[src/rtl/gpu_sched_pkg.sv]
// rtl/gpu_sched_pkg.sv - shared types and width helpers for the kernel block scheduler
package gpu_sched_pkg;

    // Kernel-level state: waiting for launch, dispatching blocks, finished
    typedef enum logic [1:0] {
        TOP_IDLE = 2'd0,
        TOP_RUN  = 2'd1,
        TOP_DONE = 2'd2
    } top_state_t;

    // Per-core slot state; KILL is the single reset cycle issued on abort
    typedef enum logic [1:0] {
        SLOT_FREE   = 2'd0,
        SLOT_RESET  = 2'd1,
        SLOT_ACTIVE = 2'd2,
        SLOT_KILL   = 2'd3
    } slot_state_t;

    // Width of a per-core thread-count field (must hold THREADS_PER_BLOCK itself)
    function automatic int thread_field_bits(input int threads_per_block);
        return $clog2(threads_per_block) + 1;
    endfunction

    // Width of block counters; one extra bit so ceil(T/TPB) never overflows
    function automatic int block_count_bits(input int thread_count_bits);
        return thread_count_bits + 1;
    endfunction

    // Width of the round-robin pointer, at least one bit
    function automatic int ptr_bits(input int num_cores);
        return (num_cores > 1) ? $clog2(num_cores) : 1;
    endfunction

    localparam int DEF_THREADS_PER_BLOCK = 4;
    localparam int DEF_THREAD_COUNT_BITS = 8;
    localparam int THREAD_FIELD_BITS     = $clog2(DEF_THREADS_PER_BLOCK) + 1;
    localparam int BLOCK_COUNT_BITS      = DEF_THREAD_COUNT_BITS + 1;

endpackage

[src/rtl/block_scheduler_rr_arbiter.sv]
// rtl/block_scheduler_rr_arbiter.sv - combinational round-robin arbiter, first request at or after ptr
module rr_arbiter #(
    parameter int N        = 2,
    parameter int PTR_BITS = 1
) (
    input  logic [N-1:0]        req,
    input  logic [PTR_BITS-1:0] ptr,
    output logic [N-1:0]        grant
);

    // Scan from the pointer upward with wrap; grant the first requester found
    always_comb begin
        grant = '0;
        for (int i = 0; i < N; i++) begin
            int j;
            j = int'(ptr) + i;
            if (j >= N) begin
                j = j - N;
            end
            if (grant == '0 && req[j]) begin
                grant[j] = 1'b1;
            end
        end
    end

endmodule

[src/rtl/block_scheduler.sv]
// rtl/block_scheduler.sv - kernel block scheduler with round-robin core assignment, abort and cycle counter
module block_scheduler
    import gpu_sched_pkg::*;
#(
    parameter int NUM_CORES         = 2,
    parameter int THREADS_PER_BLOCK = 4,
    parameter int THREAD_COUNT_BITS = 8,
    parameter int BLOCK_ID_BITS     = 8,
    parameter int CYCLE_BITS        = 32
) (
    input  logic                                                        clk,
    input  logic                                                        reset,
    input  logic                                                        start,
    input  logic                                                        abort,
    input  logic [THREAD_COUNT_BITS-1:0]                                thread_count,
    input  logic [NUM_CORES-1:0]                                        core_done,
    output logic [NUM_CORES-1:0]                                        core_reset,
    output logic [NUM_CORES-1:0]                                        core_start,
    output logic [NUM_CORES*BLOCK_ID_BITS-1:0]                          core_block_id,
    output logic [NUM_CORES*($clog2(THREADS_PER_BLOCK)+1)-1:0]          core_thread_count,
    output logic                                                        busy,
    output logic                                                        done,
    output logic [CYCLE_BITS-1:0]                                       cycle_count
);

    localparam int TF_BITS  = thread_field_bits(THREADS_PER_BLOCK);
    localparam int BLK_BITS = block_count_bits(THREAD_COUNT_BITS);
    localparam int PTR_BITS = ptr_bits(NUM_CORES);
    localparam int LOG2_TPB = $clog2(THREADS_PER_BLOCK);

    top_state_t                 state;
    top_state_t                 state_next;
    logic                       start_q;
    logic [BLK_BITS-1:0]        total_blocks;
    logic [BLK_BITS-1:0]        next_block;
    logic [BLK_BITS-1:0]        blocks_done;
    logic [BLK_BITS-1:0]        done_sum;
    logic [TF_BITS-1:0]         last_threads;
    logic [CYCLE_BITS-1:0]      cycle_cnt;
    logic [PTR_BITS-1:0]        rr_ptr;
    logic [PTR_BITS-1:0]        grant_idx;
    logic [PTR_BITS-1:0]        ptr_next;
    logic [NUM_CORES-1:0]       slot_free;
    logic [NUM_CORES-1:0]       grant;
    logic [NUM_CORES-1:0]       done_accept;
    logic                       launch;
    logic                       run_abort;
    logic                       assign_fire;
    logic                       all_free;
    logic [BLOCK_ID_BITS-1:0]   assign_id;
    logic [TF_BITS-1:0]         assign_threads;
    logic [BLK_BITS-1:0]        total_calc;
    logic [THREAD_COUNT_BITS-1:0] tc_rem;
    logic [TF_BITS-1:0]         last_calc;

    rr_arbiter #(
        .N        (NUM_CORES),
        .PTR_BITS (PTR_BITS)
    ) u_arb (
        .req   (slot_free),
        .ptr   (rr_ptr),
        .grant (grant)
    );

    // Launch-time sizing, assignment qualifiers and per-cycle completion count
    always_comb begin
        total_calc     = ({1'b0, thread_count} + BLK_BITS'(THREADS_PER_BLOCK - 1)) >> LOG2_TPB;
        tc_rem         = thread_count & THREAD_COUNT_BITS'(THREADS_PER_BLOCK - 1);
        last_calc      = (tc_rem == '0) ? TF_BITS'(THREADS_PER_BLOCK) : TF_BITS'(tc_rem);
        launch         = (state == TOP_IDLE) && start && !start_q;
        run_abort      = (state == TOP_RUN) && abort;
        all_free       = &slot_free;
        assign_fire    = (state == TOP_RUN) && !abort && (next_block < total_blocks) && (|grant);
        assign_id      = BLOCK_ID_BITS'(next_block);
        assign_threads = (next_block == total_blocks - BLK_BITS'(1)) ? last_threads
                                                                     : TF_BITS'(THREADS_PER_BLOCK);
        grant_idx      = '0;
        done_sum       = '0;
        for (int k = 0; k < NUM_CORES; k++) begin
            if (grant[k]) begin
                grant_idx = PTR_BITS'(k);
            end
            done_sum = done_sum + BLK_BITS'(done_accept[k]);
        end
        ptr_next = (grant_idx == PTR_BITS'(NUM_CORES - 1)) ? '0 : grant_idx + PTR_BITS'(1);
    end

    // Top FSM state register
    always_ff @(posedge clk or negedge reset) begin
        if (!reset) begin
            state <= TOP_IDLE;
        end else begin
            state <= state_next;
        end
    end

    // Top FSM next state: abort wins over completion while running
    always_comb begin
        state_next = state;
        case (state)
            TOP_IDLE: if (launch) state_next = TOP_RUN;
            TOP_RUN: begin
                if (abort) begin
                    state_next = TOP_IDLE;
                end else if (blocks_done == total_blocks && all_free) begin
                    state_next = TOP_DONE;
                end
            end
            TOP_DONE: if (!start) state_next = TOP_IDLE;
            default:  state_next = TOP_IDLE;
        endcase
    end

    // Kernel bookkeeping: launch latch, block counters, pointer and saturating cycle counter
    always_ff @(posedge clk or negedge reset) begin
        if (!reset) begin
            start_q      <= 1'b0;
            total_blocks <= '0;
            last_threads <= '0;
            next_block   <= '0;
            blocks_done  <= '0;
            cycle_cnt    <= '0;
            rr_ptr       <= '0;
        end else begin
            start_q <= start;
            if (launch) begin
                total_blocks <= total_calc;
                last_threads <= last_calc;
                next_block   <= '0;
                blocks_done  <= '0;
                cycle_cnt    <= '0;
            end else if (state == TOP_RUN && !abort) begin
                if (cycle_cnt != '1) begin
                    cycle_cnt <= cycle_cnt + CYCLE_BITS'(1);
                end
                blocks_done <= blocks_done + done_sum;
                if (assign_fire) begin
                    next_block <= next_block + BLK_BITS'(1);
                    rr_ptr     <= ptr_next;
                end
            end
        end
    end

    for (genvar k = 0; k < NUM_CORES; k++) begin : g_slot
        slot_state_t              slot_state;
        slot_state_t              slot_next;
        logic [BLOCK_ID_BITS-1:0] slot_id;
        logic [TF_BITS-1:0]       slot_tc;

        // Slot next state: abort forces a one-cycle kill on any occupied slot
        always_comb begin
            slot_next = slot_state;
            if (run_abort && slot_state != SLOT_FREE) begin
                slot_next = SLOT_KILL;
            end else begin
                case (slot_state)
                    SLOT_FREE:   if (assign_fire && grant[k]) slot_next = SLOT_RESET;
                    SLOT_RESET:  slot_next = SLOT_ACTIVE;
                    SLOT_ACTIVE: if (done_accept[k]) slot_next = SLOT_FREE;
                    SLOT_KILL:   slot_next = SLOT_FREE;
                    default:     slot_next = SLOT_FREE;
                endcase
            end
        end

        // Slot state register plus the block id / thread count captured at assignment
        always_ff @(posedge clk or negedge reset) begin
            if (!reset) begin
                slot_state <= SLOT_FREE;
                slot_id    <= '0;
                slot_tc    <= '0;
            end else begin
                slot_state <= slot_next;
                if (assign_fire && grant[k]) begin
                    slot_id <= assign_id;
                    slot_tc <= assign_threads;
                end
            end
        end

        assign slot_free[k]   = (slot_state == SLOT_FREE);
        assign done_accept[k] = (slot_state == SLOT_ACTIVE) && core_done[k] && (state == TOP_RUN) && !abort;
        assign core_reset[k]  = (slot_state == SLOT_RESET) || (slot_state == SLOT_KILL);
        assign core_start[k]  = (slot_state == SLOT_ACTIVE);
        assign core_block_id[k*BLOCK_ID_BITS +: BLOCK_ID_BITS] = slot_id;
        assign core_thread_count[k*TF_BITS +: TF_BITS]         = slot_tc;
    end

    assign busy        = (state == TOP_RUN);
    assign done        = (state == TOP_DONE);
    assign cycle_count = cycle_cnt;

endmodule

[config.mk]
export PLATFORM = sky130hd
export DESIGN_NAME = block_scheduler
export DESIGN_NICKNAME = d
export VERILOG_FILES = /design/src/rtl/gpu_sched_pkg.sv /design/src/rtl/block_scheduler_rr_arbiter.sv /design/src/rtl/block_scheduler.sv
export SDC_FILE = /design/constraint.sdc
export NUM_CORES = 1
export LEC_CHECK = 0
export ABC_AREA = 1
export BUFFER_PORTS_ARGS = -buffer_cell sky130_fd_sc_hd__buf_2
export CAP_MARGIN = 20
export CORE_ASPECT_RATIO = 2
export CORE_UTILIZATION = 35
export CTS_BUF_LIST = sky130_fd_sc_hd__clkbuf_16
export CTS_CLUSTER_DIAMETER = 60
export DETAILED_ROUTE_END_ITERATION = 7
export GPL_TIMING_DRIVEN = 1
export HOLD_SLACK_MARGIN = 0.08
export PLACE_DENSITY_LB_ADDON = 0.15
export SLEW_MARGIN = 0
export SYNTH_ARGS = -nofsm -noshare
export SYNTH_HDL_FRONTEND = slang
export SYNTH_SLANG_ARGS = --single-unit
[constraint.sdc]
create_clock -name clk -period 2.6 [get_ports clk]
set_input_delay 0.13 -clock clk [delete_from_list [all_inputs] [get_ports clk]]
set_output_delay 0.13 -clock clk [all_outputs]
set_load 0.01 [all_outputs]
==> impl_metrics.json, run 1 <==
{
  "leakagePower_nw": 3.29,
  "grt_overflow": 0,
  "antenna_left": 0,
  "cp_top_family": "simple AND/OR/NAND/NOR gates",
  "clk_pin_slew_ns": 0.06,
  "cp_num_buf_inv": 1,
  "max_stage_delay_ns": 0.43,
  "clock.fmax_mhz": 439,
  "rsz0062_at_grt": "false",
  "track_usage_pct": 20.6,
  "drc_errors": 0,
  "syn_avg_cell_area_um2": 7.11,
  "syn2layout_area_growth_pct": 17.9,
  "yosys_warnings": 0,
  "final.period_utilization_pct": 87.5,
  "place.gp.congestion": 0.951,
  "antenna_found_initial": 0,
  "syn-num-nets": 792,
  "dp.final_hpwl_um": 12400,
  "hold_class": "in -> reg",
  "vias_per_cell": 4.79,
  "die_w_um": 90.2,
  "setup_viol": 0,
  "worst_clock_skew_ns": 0.00837,
  "syn_area_mm2": 0.00544,
  "yosysTopAreaCellShare_pct": 41.4,
  "slew_headroom_pct": 53.2,
  "synth_area_leaders": "dfrtp_1 41%, nand2_1 17%, nor2_1 6.4%",
  "dieArea_mm2": 0.0161,
  "post_cts_buffers": 0,
  "clk_latency_ns": 0.34,
  "synth_cell_types": 34,
  "io_buffers": 73,
  "ys_ff_latch": 90,
  "cts_made_buffers": 9,
  "cts_max_level": 3,
  "grt_max_degree": 52,
  "cts_max_path_buffers": 2,
  "std_cell_rows": 64,
  "hold_viol_final": 0,
  "end_kind": "flip-flop",
  "maxCapViolations": 0,
  "drt_iter0_drc": 186,
  "ctsResizeCount": 0,
  "wl_um": 15800,
  "initial_core_util_pct": 35.8,
  "min_period_ns": 2.28,
  "critPathLaunch": "state[1]",
  "wl_per_cell_um": 14.9,
  "slew_viol_final": 0,
  "yosysSeqAreaShare_pct": 41.4,
  "status": "finished, final reports clean",
  "first_global_vias": 5000,
  "yosysTopAreaCell": "dfrtp_1",
  "die_y_um": 178,
  "crit_fanout": 3,
  "slowest_stage": "fa_1",
  "syn-instance-count": 766,
  "final_util_pct": 42.2,
  "cp_common_cell": "nand3_1",
  "cts_num_sinks": 90,
  "ir_drop_uv": 337,
  "cts_tree": "yes",
  "num_vias": 5074,
  "r2r_start": "state[1]",
  "setup_tns_ns": 0,
  "required_ns": 2.83,
  "worstMarginPinSlew_ns": 0.702,
  "cts_root_buffer": "clkbuf_16",
  "crit_path_cell_trace": "inv_1 -> nand2_1 -> nor2_1 -> nand3_1 -> fa_1 -> nor3_1 -> nand3_1 -> nor3_1 -> nand3_1 -> nand2_1 -> nor2_1",
  "drive_above_1_share_pct": 15.6,
  "fillers": 1684,
  "grt_first_pass_wirelength_um": 25000,
  "p_per_area_mw_per_mm2": 824,
  "io_pins": 74,
  "worstSetupPathType": "reg -> reg",
  "fin_area_mm2": 0.00642,
  "worstHoldStart": "thread_count[2]",
  "final_nets": 881,
  "cp-start-kind": "flip-flop",
  "first_pass_iters": 4,
  "core-area_mm2": 0.0152,
  "place_area_mm2": 0.00609,
  "arrival_ns": 2.51
}
-- what timing repair did --
action	CTS	global route
hold buffers	6	0
endpoints found under the hold margin	56	0
endpoints found under the setup margin	0	0
-- per-stage QoR --
step | power [mW] | cells | hold slack (ns) | worst slack [ns]
after floorplan | 3.50 | 766 | -0.166 | 0.348
after global placement | 4.14 | 1036 | 0.231 | 0.333
after detailed placement | 4.16 | 1036 | 0.231 | 0.328
after CTS | 5.39 | 1058 | 0.103 | 0.320
after global routing | 5.74 | 1058 | 0.130 | 0.0340
final | 5.29 | 1059 | 0.103 | 0.324
-- layout make-up --
cell class                      count  area [um^2]  share of cell area (%)
Tap cell                          198          248                    3.86
Inverter                           90          338                    5.26
Clock inverter                      7         37.5                   0.585
Timing Repair Buffer               99          616                    9.59
Multi-Input combinational cell    565         2700                    42.1
Clock buffer                        9          225                    3.51
Sequential cell                    90         2250                    35.1
Antenna cell                        1         2.50                  0.0390
-- sequential cells by signal (all words and copies together) (netlist names) --
signal / count
g_slot.slot_tc: 6
start_q: 1
cycle_count: 32
g_slot.slot_id: 16
total_blocks: 7
rr_ptr: 1
g_slot.slot_state: 4
last_threads: 3
state: 2
blocks_done: 9
next_block: 9
-- logic make-up after synthesis --
family	after synthesis	synth area share [%]
adders and majority gates	12	2.90
AOI/OAI and AO/OA	93	9.95
and+or+nand+nor	440	33.5
xor gates and xnor gates	20	3.22
buffers and inverters	111	9.06
DFF	90	41.4
-- layer usage --
| layer | wire length, um | track usage (%) |
|---|---|---|
| met4 | 998 | 14.5 |
| met5 | 0 | 0 |
| met2 | 8950 | 41.5 |
| met3 | 474 | 2.69 |
| met1 | 5340 | 18.4 |
-- synth_stat cells, drive strengths merged --
cell      n
o21ai    65
buf      11
nand2   254
nand4     9
a21oi    16
nor2     96
fa        1
o31ai     1
nand3    65
o22ai     7
o21a      1
o211ai    1
dfrtp    90
or2       3
a21o      1
nor3b     1
ha       11
a31oi     1
inv      90
xor2     16
nor3     12
clkbuf   10
xnor2     4
-- tightest hold or removal path, cell delays in order --
cell and delay (ns):
buf_2 0.09, o21ai_0 0.11, o21ai_0 0.08
-- where the power goes --
part / internal, mW / switching (mW) / total [mW]
logic: 0.771 / 1.32 / 2.09
clock network: 0.636 / 0.547 / 1.18
registers: 1.71 / 0.306 / 2.02
-- cell usage in the layout, fill, tap and decap left out, drive strengths merged, types with 3 or more instances in the layout --
cell type    count
inv             91
a21oi           16
dfrtp           90
nand4            9
ha              11
dlygate4sd3      6
buf             93
clkbuf           9
o22ai            7
nand2          254
or2              3
o21ai           65
xor2            16
nor2            96
nand3           65
xnor2            4
nor3            12
clkinv           5
-- worst paths after layout --
kind                       slack [ns]  cells after the start                      end
setup / recovery                 0.32                     11           blocks_done[7]
hold / removal                   0.10                      3          total_blocks[0]
setup reg to reg                 0.32                     11           blocks_done[7]
hold reg to reg                  0.47                      2     g_slot[0].slot_id[7]
max in group asynchronous        1.54                      3          last_threads[1]
min in group asynchronous        0.38                      2  g_slot[1].slot_state[1]
Note: power is estimated with default switching activity, not from simulation.
==> run 2, diff against run 1 <==
- ABC_AREA: 1 -> default
==> run 2 against run 1 <==
  * Global-route usage down 0.37 points
  * Sequential share of layout area up 2.0 points
  * Die area down 9.1%
  * Clock power up 17%
  * Count of clock-buffer cells in the layout unchanged
  * Worst hold slack worse by 0.019 ns
  * Sequential cell count unchanged
  * Routed wire length down 11%
  * Design area down 5.3%
  * Sequential power down 17%
  * Synthesized area down 9.3%
  * Critical path type unchanged
  * Largest power group is now sequential cells
==> impl_metrics.json, run 2 <==
{
  "status": "finished, final reports clean",
  "cts_num_sinks": 90,
  "required_ns": 2.82,
  "dieArea_mm2": 0.0146,
  "ir_drop_uv": 357,
  "maxCapViolations": 0,
  "antenna_left": 0,
  "hold_class": "in -> reg",
  "drc_errors": 0,
  "cts_root_buffer": "clkbuf_16",
  "crit_fanout": 12,
  "grt-busiest-layer": "met2",
  "yosys_warnings": 0,
  "wl_um": 14000,
  "synth_edf_count": 0,
  "worst_slack_ns": 0.256,
  "synth_cell_types": 68,
  "arrival_ns": 2.56,
  "antenna_found_initial": 0,
  "max_stage_delay_ns": 0.38,
  "final.period_utilization_pct": 90.1,
  "wl_per_cell_um": 17.6,
  "fillers": 1353,
  "leakagePower_nw": 2.85,
  "power_frac_clock_pct": 33.7,
  "cts_max_level": 3,
  "worst_clock_skew_ns": 0.00944,
  "r2r_start": "total_blocks[6]",
  "io_pins": 74,
  "clk_latency_ns": 0.34,
  "holdPathEnd": "total_blocks[6]",
  "cts_max_path_buffers": 2,
  "p_seq_share_pct": 40.6,
  "min_path_cells": 3,
  "cp_num_buf_inv": 3,
  "end_kind": "flip-flop",
  "ff2ff_setup_slack_ns": 0.26,
  "fin_area_mm2": 0.00608,
  "worstSetupPathType": "reg -> reg",
  "switching_share_pct": 30.9,
  "grt_first_pass_wirelength_um": 22800,
  "yosysSeqAreaShare_pct": 45.6,
  "min_period_ns": 2.34,
  "syn-instance-count": 505,
  "use_met3_pct": 3.15,
  "yosysTopAreaCell": "dfrtp_1",
  "synth_area_leaders": "dfrtp_1 46%, nand2_1 4.3%, mux2_2 3.6%",
  "synth_top_flop_cell": "dfrtp_1",
  "async_flop_share_pct": 100,
  "cp-start-kind": "flip-flop",
  "clk_pin_slew_ns": 0.06,
  "track_usage_pct": 20.2,
  "syn2layout_area_growth_pct": 23.1,
  "diodes": 0,
  "drt_iter0_drc": 125,
  "syn-num-nets": 531,
  "cts_made_buffers": 9,
  "syn_area_mm2": 0.00494,
  "hold_viol_final": 0,
  "final_nets": 628,
  "dp.final_hpwl_um": 10400,
  "largest_reg_flops": 32,
  "first_global_vias": 4405,
  "drive_above_1_share_pct": 26.2,
  "num_vias": 4326,
  "place_area_mm2": 0.00573,
  "area.sequential_mm2": 0.00225,
  "mostFrequentLayoutCell": "dfrtp_1",
  "first_pass_iters": 4,
  "hold_ws_ns": 0.0839,
  "final_cell_mix": "90 x dfrtp_1, 72 x buf_2, 56 x nand2_1",
  "rsz0062_at_grt": "false",
  "die_y_um": 170,
  "slew_headroom_pct": 56.6,
  "worstMarginPinSlew_ns": 0.647,
  "synthTopCellsByCount": "90 x dfrtp_1, 56 x nand2_1, 29 x o21ai_0",
  "io_buffers": 73,
  "multi_input_area_mm2": 0.00252,
  "grt_use_met2_pct": 39.3,
  "p_int_mw": 2.84,
  "r2r_cells": 9,
  "cp_top_family": "compound AO/OA/AOI/OAI gates",
  "syn_avg_cell_area_um2": 9.78,
  "setup_tns_ns": 0,
  "place_ws_ns": 0.273,
  "setup_viol": 0,
  "yosysTopAreaCellShare_pct": 45.6,
  "cts_tree": "yes",
  "power_frac_comb_pct": 25.7,
  "core-area_mm2": 0.0138,
  "grt_overflow": 0,
  "slew_viol_final": 0,
  "ys_ff_latch": 90,
  "r2r_end": "g_slot[0].slot_tc[2]",
  "yosysMostFrequentCell": "dfrtp_1",
  "grt_max_degree": 55,
  "power.switching_mw": 1.27,
  "slowest_stage": "a2111oi_1",
  "die_w_um": 86.0,
  "place.gp.congestion": 0.921,
  "initial_core_util_pct": 35.7,
  "vias_per_cell": 5.43,
  "p_per_area_mw_per_mm2": 675,
  "grt_util_met1_pct": 20.1,
  "worstHoldStart": "thread_count[7]",
  "final_util_pct": 44.0,
  "std_cell_rows": 61,
  "clock.fmax_mhz": 427,
  "crit_path_cell_trace": "inv_1 -> ha_1 -> a2111oi_1 -> buf_4 -> o311a_1 -> and3_1 -> buf_12 -> nand2_1 -> o31a_1"
}
-- run 2: changes by cell type in the layout (fill, tap and decap cells not counted), moves of 9 or more --
cell / change
nand2_1: -194
inv_1: -71
nor2_1: -67
nand3_1: -43
or3_1: +18
mux2_2: +16
o21ai_2: -14
a21oi_1: +11
buf_4: +11
o21ai_0: -11
and3_1: +9
o21ai_1: -9
o31ai_1: +9
-- run 2: metal layers --
metal / routed length (um) / share of wire (%) / vias to the layer above
met3: 352 / 2.5 / 33
met4: 563 / 4.0 / 0
met2: 7990 / 57 / 96
met5: 0 / 0 / -
li1: - / - / 2044
met1: 5090 / 36 / 2153
-- run 2: worst max path at each step --
stage	start	to	slack [ns]	cells after the start
final	total_blocks[6]	g_slot[0].slot_tc[2]	0.26	9
after global placement	total_blocks[6]	g_slot[1].slot_id[3]	0.30	8
after detailed placement	total_blocks[6]	g_slot[0].slot_tc[2]	0.27	9
after CTS	total_blocks[6]	g_slot[0].slot_tc[2]	0.26	9
after global routing	state[1]	blocks_done[8]	0.12	10
after floorplan	state[1]	blocks_done[8]	0.20	10
-- run 2: final cells by class --
type	instances	area share, %
multi-input cells	376	41.4
clock inverters	7	1.42
flip-flops and latches	90	37.1
repair buffers	109	11.5
inverters	16	0.988
well taps	189	3.89
clock buffers	9	3.71
-- run 2: stage by stage --
| stage | power [mW] | std cells |
|---|---|---|
| 6_report | 4.10 | 796 |
| 5_1_grt | 4.33 | 796 |
| 4_1_cts | 4.15 | 796 |
| 3_5_place_dp | 2.75 | 776 |
| 3_3_place_gp | 2.73 | 776 |
| 2_1_floorplan | 2.31 | 505 |
-- run 2: logic make-up after synthesis --
logic type / Yosys count / synth area share, %
simple gates: 209 / 23.6
compound gates: 111 / 15.3
flops: 90 / 45.6
buf+inv: 39 / 3.57
xor+xnor: 25 / 4.43
mux: 19 / 4.26
fa+ha+maj: 12 / 3.19
-- run 2: repair_timing --
action | 4_1_cts | 5_1_grt
hold buffers | 4 | 0
gates resized for setup | 0 | 0
setup buffers | 0 | 0
hold endpoints to repair | 40 | 0
-- run 2: power by group through the flow --
stage / Sequential [mW] / Combinational (mW) / Clock (mW)
floorplan: 1.73 / 0.577 / 0
CTS: 1.67 / 1.06 / 1.42
global route: 1.69 / 1.17 / 1.47
global placement: 1.69 / 1.04 / 0
detailed placement: 1.69 / 1.05 / 0
finish: 1.67 / 1.05 / 1.38
-- run 2: tightest hold or removal path, stage by stage --
cell,delay [ns]
buf_2,0.12
nand2_1,0.06
o22ai_1,0.06
